File: src/rtl/order_issue_arbiter.sv
// Two one-entry holding slots (CPU, exchange) feeding a paced one-cycle issue FSM.
// Optional saturating grant counters are built only when ORDER_ARB_STATS_EN is defined.
module order_issue_arbiter #(
  parameter int unsigned GAP_CYCLES = 3
) (
  input  logic        clk,
  input  logic        HRESETn,
  input  logic        cpu_req_valid,
  output logic        cpu_req_ready,
  input  logic        cpu_req_new_max,
  input  logic [4:0]  cpu_req_client_id,
  input  logic [15:0] cpu_req_amount,
  input  logic        ex_req_valid,
  output logic        ex_req_ready,
  input  logic [4:0]  ex_req_client_id,
  input  logic [15:0] ex_req_amount,
  output logic        cpu_go,
  output logic        cpu_new_max,
  output logic [4:0]  cpu_client_id,
  output logic [15:0] cpu_amount,
  output logic        exchange_go,
  output logic [4:0]  exchange_client_id,
  output logic [15:0] exchange_amount,
  output logic        busy,
  output logic [15:0] grant_cnt_cpu,
  output logic [15:0] grant_cnt_ex
);

  typedef enum logic [1:0] {IDLE = 2'd0, ISSUE = 2'd1, GAP = 2'd2} state_t;

  localparam logic [3:0] GAP_INIT = (GAP_CYCLES == 32'd0) ? 4'd0 : 4'(GAP_CYCLES - 32'd1);

  state_t      state_r;
  logic        win_ex_r;
  logic        last_ex_r;
  logic [3:0]  gap_cnt_r;

  logic        cpu_full_r, cpu_ready_r, cpu_nm_r;
  logic [4:0]  cpu_id_r;
  logic [15:0] cpu_amt_r;
  logic        ex_full_r, ex_ready_r;
  logic [4:0]  ex_id_r;
  logic [15:0] ex_amt_r;

  logic        cpu_go_r, cpu_new_max_r, ex_go_r, busy_r;
  logic [4:0]  cpu_client_id_r, ex_client_id_r;
  logic [15:0] cpu_amount_r, ex_amount_r;

  logic        cpu_hs_s, ex_hs_s, free_cpu_s, free_ex_s;
  logic        cpu_full_nxt_s, ex_full_nxt_s, sel_ex_s;

  assign cpu_hs_s       = cpu_req_valid & cpu_ready_r;
  assign ex_hs_s        = ex_req_valid & ex_ready_r;
  assign free_cpu_s     = (state_r == ISSUE) & ~win_ex_r;
  assign free_ex_s      = (state_r == ISSUE) & win_ex_r;
  assign cpu_full_nxt_s = cpu_hs_s | (cpu_full_r & ~free_cpu_s);
  assign ex_full_nxt_s  = ex_hs_s | (ex_full_r & ~free_ex_s);

  // Winner selection: CPU new-max overrides, else round-robin on a tie, else the lone full side.
  always_comb begin
    sel_ex_s = 1'b0;
    if (cpu_full_r && cpu_nm_r) begin
      sel_ex_s = 1'b0;
    end else if (cpu_full_r && ex_full_r) begin
      sel_ex_s = ~last_ex_r;
    end else if (ex_full_r) begin
      sel_ex_s = 1'b1;
    end else begin
      sel_ex_s = 1'b0;
    end
  end

  // Holding slots; ready is the registered empty flag, so a freed slot refills one cycle later.
  always_ff @(posedge clk or negedge HRESETn) begin
    if (!HRESETn) begin
      cpu_full_r  <= 1'b0;
      cpu_ready_r <= 1'b0;
      cpu_nm_r    <= 1'b0;
      cpu_id_r    <= 5'd0;
      cpu_amt_r   <= 16'd0;
      ex_full_r   <= 1'b0;
      ex_ready_r  <= 1'b0;
      ex_id_r     <= 5'd0;
      ex_amt_r    <= 16'd0;
    end else begin
      cpu_full_r  <= cpu_full_nxt_s;
      cpu_ready_r <= ~cpu_full_nxt_s;
      ex_full_r   <= ex_full_nxt_s;
      ex_ready_r  <= ~ex_full_nxt_s;
      if (cpu_hs_s) begin
        cpu_nm_r  <= cpu_req_new_max;
        cpu_id_r  <= cpu_req_client_id;
        cpu_amt_r <= cpu_req_amount;
      end
      if (ex_hs_s) begin
        ex_id_r  <= ex_req_client_id;
        ex_amt_r <= ex_req_amount;
      end
    end
  end

  // Issue FSM; the processor-facing outputs are registered one cycle behind the state.
  always_ff @(posedge clk or negedge HRESETn) begin
    if (!HRESETn) begin
      state_r         <= IDLE;
      win_ex_r        <= 1'b0;
      last_ex_r       <= 1'b1;
      gap_cnt_r       <= 4'd0;
      cpu_go_r        <= 1'b0;
      cpu_new_max_r   <= 1'b0;
      cpu_client_id_r <= 5'd0;
      cpu_amount_r    <= 16'd0;
      ex_go_r         <= 1'b0;
      ex_client_id_r  <= 5'd0;
      ex_amount_r     <= 16'd0;
      busy_r          <= 1'b0;
    end else begin
      cpu_go_r <= free_cpu_s;
      ex_go_r  <= free_ex_s;
      busy_r   <= (state_r != IDLE) | cpu_full_r | ex_full_r;
      case (state_r)
        IDLE: begin
          if (cpu_full_r || ex_full_r) begin
            win_ex_r  <= sel_ex_s;
            last_ex_r <= sel_ex_s;
            state_r   <= ISSUE;
          end
        end
        ISSUE: begin
          if (win_ex_r) begin
            ex_client_id_r <= ex_id_r;
            ex_amount_r    <= ex_amt_r;
          end else begin
            cpu_new_max_r   <= cpu_nm_r;
            cpu_client_id_r <= cpu_id_r;
            cpu_amount_r    <= cpu_amt_r;
          end
          if (GAP_CYCLES == 32'd0) begin
            state_r <= IDLE;
          end else begin
            state_r   <= GAP;
            gap_cnt_r <= GAP_INIT;
          end
        end
        GAP: begin
          if (gap_cnt_r == 4'd0) begin
            state_r <= IDLE;
          end else begin
            gap_cnt_r <= gap_cnt_r - 4'd1;
          end
        end
        default: state_r <= IDLE;
      endcase
    end
  end

  assign cpu_req_ready      = cpu_ready_r;
  assign ex_req_ready       = ex_ready_r;
  assign cpu_go             = cpu_go_r;
  assign cpu_new_max        = cpu_new_max_r;
  assign cpu_client_id      = cpu_client_id_r;
  assign cpu_amount         = cpu_amount_r;
  assign exchange_go        = ex_go_r;
  assign exchange_client_id = ex_client_id_r;
  assign exchange_amount    = ex_amount_r;
  assign busy               = busy_r;

`ifdef ORDER_ARB_STATS_EN
  logic [15:0] cnt_cpu_r, cnt_ex_r;

  // Saturating per-side grant counters, advanced on every ISSUE cycle.
  always_ff @(posedge clk or negedge HRESETn) begin
    if (!HRESETn) begin
      cnt_cpu_r <= 16'd0;
      cnt_ex_r  <= 16'd0;
    end else begin
      if (free_cpu_s && (cnt_cpu_r != 16'hFFFF)) begin
        cnt_cpu_r <= cnt_cpu_r + 16'd1;
      end
      if (free_ex_s && (cnt_ex_r != 16'hFFFF)) begin
        cnt_ex_r <= cnt_ex_r + 16'd1;
      end
    end
  end

  assign grant_cnt_cpu = cnt_cpu_r;
  assign grant_cnt_ex  = cnt_ex_r;
`else
  assign grant_cnt_cpu = 16'd0;
  assign grant_cnt_ex  = 16'd0;
`endif

endmodule
File: config.mk
export PLATFORM = sky130hd
export DESIGN_NAME = order_issue_arbiter
export DESIGN_NICKNAME = d
export VERILOG_FILES = /design/src/rtl/order_issue_arbiter.sv
export SDC_FILE = /design/constraint.sdc
export NUM_CORES = 1
export LEC_CHECK = 0
export BUFFER_PORTS_ARGS = -buffer_cell sky130_fd_sc_hd__buf_4
export CAP_MARGIN = 20
export CORE_MARGIN = 2
export CORE_UTILIZATION = 57
export CTS_BUF_LIST = sky130_fd_sc_hd__clkbuf_8
export CTS_CLUSTER_DIAMETER = 100
export CTS_CLUSTER_SIZE = 40
export DETAILED_ROUTE_END_ITERATION = 8
export MAX_ROUTING_LAYER = met4
export PLACE_DENSITY = 0.88
export SYNTH_ARGS = -nofsm -noshare
export SYNTH_HDL_FRONTEND = slang
export SYNTH_SLANG_ARGS = --single-unit
File: constraint.sdc
create_clock -name clk -period 2.85 [get_ports clk]
set_input_delay 0.7125 -clock clk [delete_from_list [all_inputs] [get_ports clk]]
set_output_delay 0.7125 -clock clk [all_outputs]
set_load 0.05 [all_outputs]
==> impl_metrics.env <==
export IMPL_fmax_mhz=591
export IMPL_relSlewSlack=0.364
export IMPL_hold_violations=0
export IMPL_synth_common_cells="100 x dfrtp_1, 87 x mux2_2, 33 x buf_4"
export IMPL_fin_skew_ps=7.16
export IMPL_hp_class="in -> async"
export IMPL_grt_pass1_wl_um=11400
export IMPL_cts_buffers=9
export IMPL_synthCells=280
export IMPL_synth_seq_cells=101
export IMPL_setup_viol=0
export IMPL_path_class="in -> reg"
export IMPL_place_congestion=0.724
export IMPL_finalSetupTns_ps=0
export IMPL_synth_distinct_cells=30
export IMPL_cts_sinks=101
export IMPL_async_flop_share=1.00
export IMPL_vias_per_cell=4.95
export IMPL_io_pins=127
export IMPL_cts_root_buf="clkbuf_8"
export IMPL_multiInputGateArea_um2=1370
export IMPL_min_period_ps=1690
export IMPL_drtPass1Iterations=4
export IMPL_worst_slack_ps=1160
export IMPL_clk_path_buf_depth=2
export IMPL_yosysTopAreaCell="dfrtp_1"
export IMPL_synth_area_um2=4110
export IMPL_cts_resized=0
export IMPL_met1_length_um=2920
export IMPL_worst_setup_path_end_kind="flop"
export IMPL_area_growth_syn_to_layout_pct=20.9
export IMPL_path_clk_slew_ps=90
export IMPL_p_leak_uw=0.00236
export IMPL_synth_top_area_share=0.608
export IMPL_grt_max_degree=55
export IMPL_die_area_um2=7910
export IMPL_ant_nets=0
export IMPL_drtIter0Drc=53
export IMPL_cellPowerDensity_nw_per_um2=1330
export IMPL_outcome="finished, final reports clean"
export IMPL_dp_slack_ps=769
export IMPL_drive_above_1_share=0.530
export IMPL_post_cts_setup_buffer_count=0
export IMPL_yosys_cell_count_top_type="dfrtp_1"
export IMPL_ys_warnings_count=0
export IMPL_start_util=0.595
export IMPL_ys_flop_type="dfrtp_1"
export IMPL_synth_area_leaders="dfrtp_1 61%, mux2_2 24%, buf_4 6.0%"
export IMPL_fin_crit_sh=0.594
export IMPL_top_layer="met4"
export IMPL_post_dp_hpwl_um=4840
export IMPL_diodes=0
export IMPL_critical_path_arrival_ps=1930
export IMPL_clkLatencyLatePin_ps=350
export IMPL_max_cap_viol_count=0
export IMPL_vias=2373
export IMPL_worst_pin_slew_ps=952
export IMPL_register_area_um2=2530
export IMPL_path_max_fanout=23
export IMPL_syn_area_per_cell_um2=14.7
export IMPL_antenna_found_initial=0
export IMPL_rsz0062_at_grt="false"
export IMPL_slew_violations=0
export IMPL_gr_usage_all_layers=0.199
export IMPL_h_tree_depth=3
export IMPL_die_w_um=88.9
export IMPL_synth_edf_count=0
export IMPL_startpoint_type="input port"
export IMPL_rows=30
export IMPL_seq_area_frac_synth=0.615
export IMPL_grt_pass1_vias=2395
export IMPL_hold_buffers=0
export IMPL_chipHeight_um=88.9
export IMPL_coreArea_um2=6910
export IMPL_cts_tree="done"
export IMPL_fillers=481
export IMPL_wl_met3_um=495
export IMPL_portBuffers=94
export IMPL_wl_um=6990
export IMPL_hold_ws_ps=387
export IMPL_max_vdd_ir_drop_uv=719
export IMPL_nNetsFinal=427
export IMPL_wl_met2_um=3460
export IMPL_cp_data_required_time_ps=3090
export IMPL_gr_total_overflow=0
export IMPL_drc=0
export IMPL_wl_per_cell_um=14.6
-- cell type report --
cell class,count,area share
clock inverters,5,0.00554
well taps,96,0.0242
flip-flops and latches,101,0.509
clock buffers,11,0.0305
repair buffers,98,0.151
inverters,7,0.00579
multi-input cells,161,0.275
-- metrics by stage --
step	cells	cell area [um2]	power, uW	utilization
2_1_floorplan	311	4230	4970	-
3_3_place_gp	463	4790	5720	0.694
3_5_place_dp	463	4790	5850	0.694
4_1_cts	479	4970	6680	0.720
5_1_grt	479	4970	6990	0.720
6_report	479	4970	6610	0.720
-- cells by family after synthesis --
family	share of synthesized area
compound gates	0.0277
fa+ha+maj	0.00608
buf+inv	0.0812
flops	0.615
mux	0.238
other cells	0.000912
simple gates	0.0310
-- layer usage --
metal / vias to the layer above / global-route usage
met5: - / -
met4: 0 / 0.0801
met3: 11 / 0.0591
met2: 88 / 0.303
met1: 1179 / 0.252
li1: 1095 / -
-- final timing paths --
path | cells after the start | end | startpoint | slack [ps]
worst min-delay path | 1 | cpu_amount[3] | HRESETn | 390
max in group asynchronous | 2 | last_ex_r | HRESETn | 1720
worst min register to register | 1 | last_ex_r | cpu_full_r | 480
worst max-delay path | 3 | ex_amt_r[12] | ex_req_valid | 1160
min in group clk | 1 | last_ex_r | cpu_full_r | 480
worst max register to register | 5 | gap_cnt_r[1] | gap_cnt_r[0] | 1180
-- sequential cells by signal, indices dropped and copies added (netlist names) --
| signal | count |
|---|---|
| cpu_amount | 16 |
| cpu_amt_r | 16 |
| ex_amt_r | 16 |
| exchange_amount | 16 |
| cpu_client_id | 5 |
| cpu_id_r | 5 |
| ex_id_r | 5 |
| exchange_client_id | 5 |
| gap_cnt_r | 4 |
| state_r | 2 |
| busy | 1 |
| cpu_full_r | 1 |
| cpu_go | 1 |
| cpu_new_max | 1 |
| cpu_nm_r | 1 |
| cpu_req_ready | 1 |
| ex_full_r | 1 |
| ex_req_ready | 1 |
| exchange_go | 1 |
| last_ex_r | 1 |
| win_ex_r | 1 |
-- layout by cell type, fill, tap and decap left out, types with 3 or more instances in the layout --
cell and n:
dfrtp_1 100, buf_4 97, mux2_2 87, conb_1 32
clkbuf_8 11, inv_1 8, nand2_1 8, a21oi_1 5
nor2_1 4, o21ai_0 3, nor3b_1 3
-- report_power, final --
group	total, uW	internal (uW)	switching, uW
registers	2590	2160	432
logic	3200	1260	1940
clock network	816	358	459
-- worst max-delay path, stage by stage --
cell and delay [ps]:
buf_4 110, nand2_1 690, mux2_2 420
No activity file was read; power rests on OpenSTA's default activity.
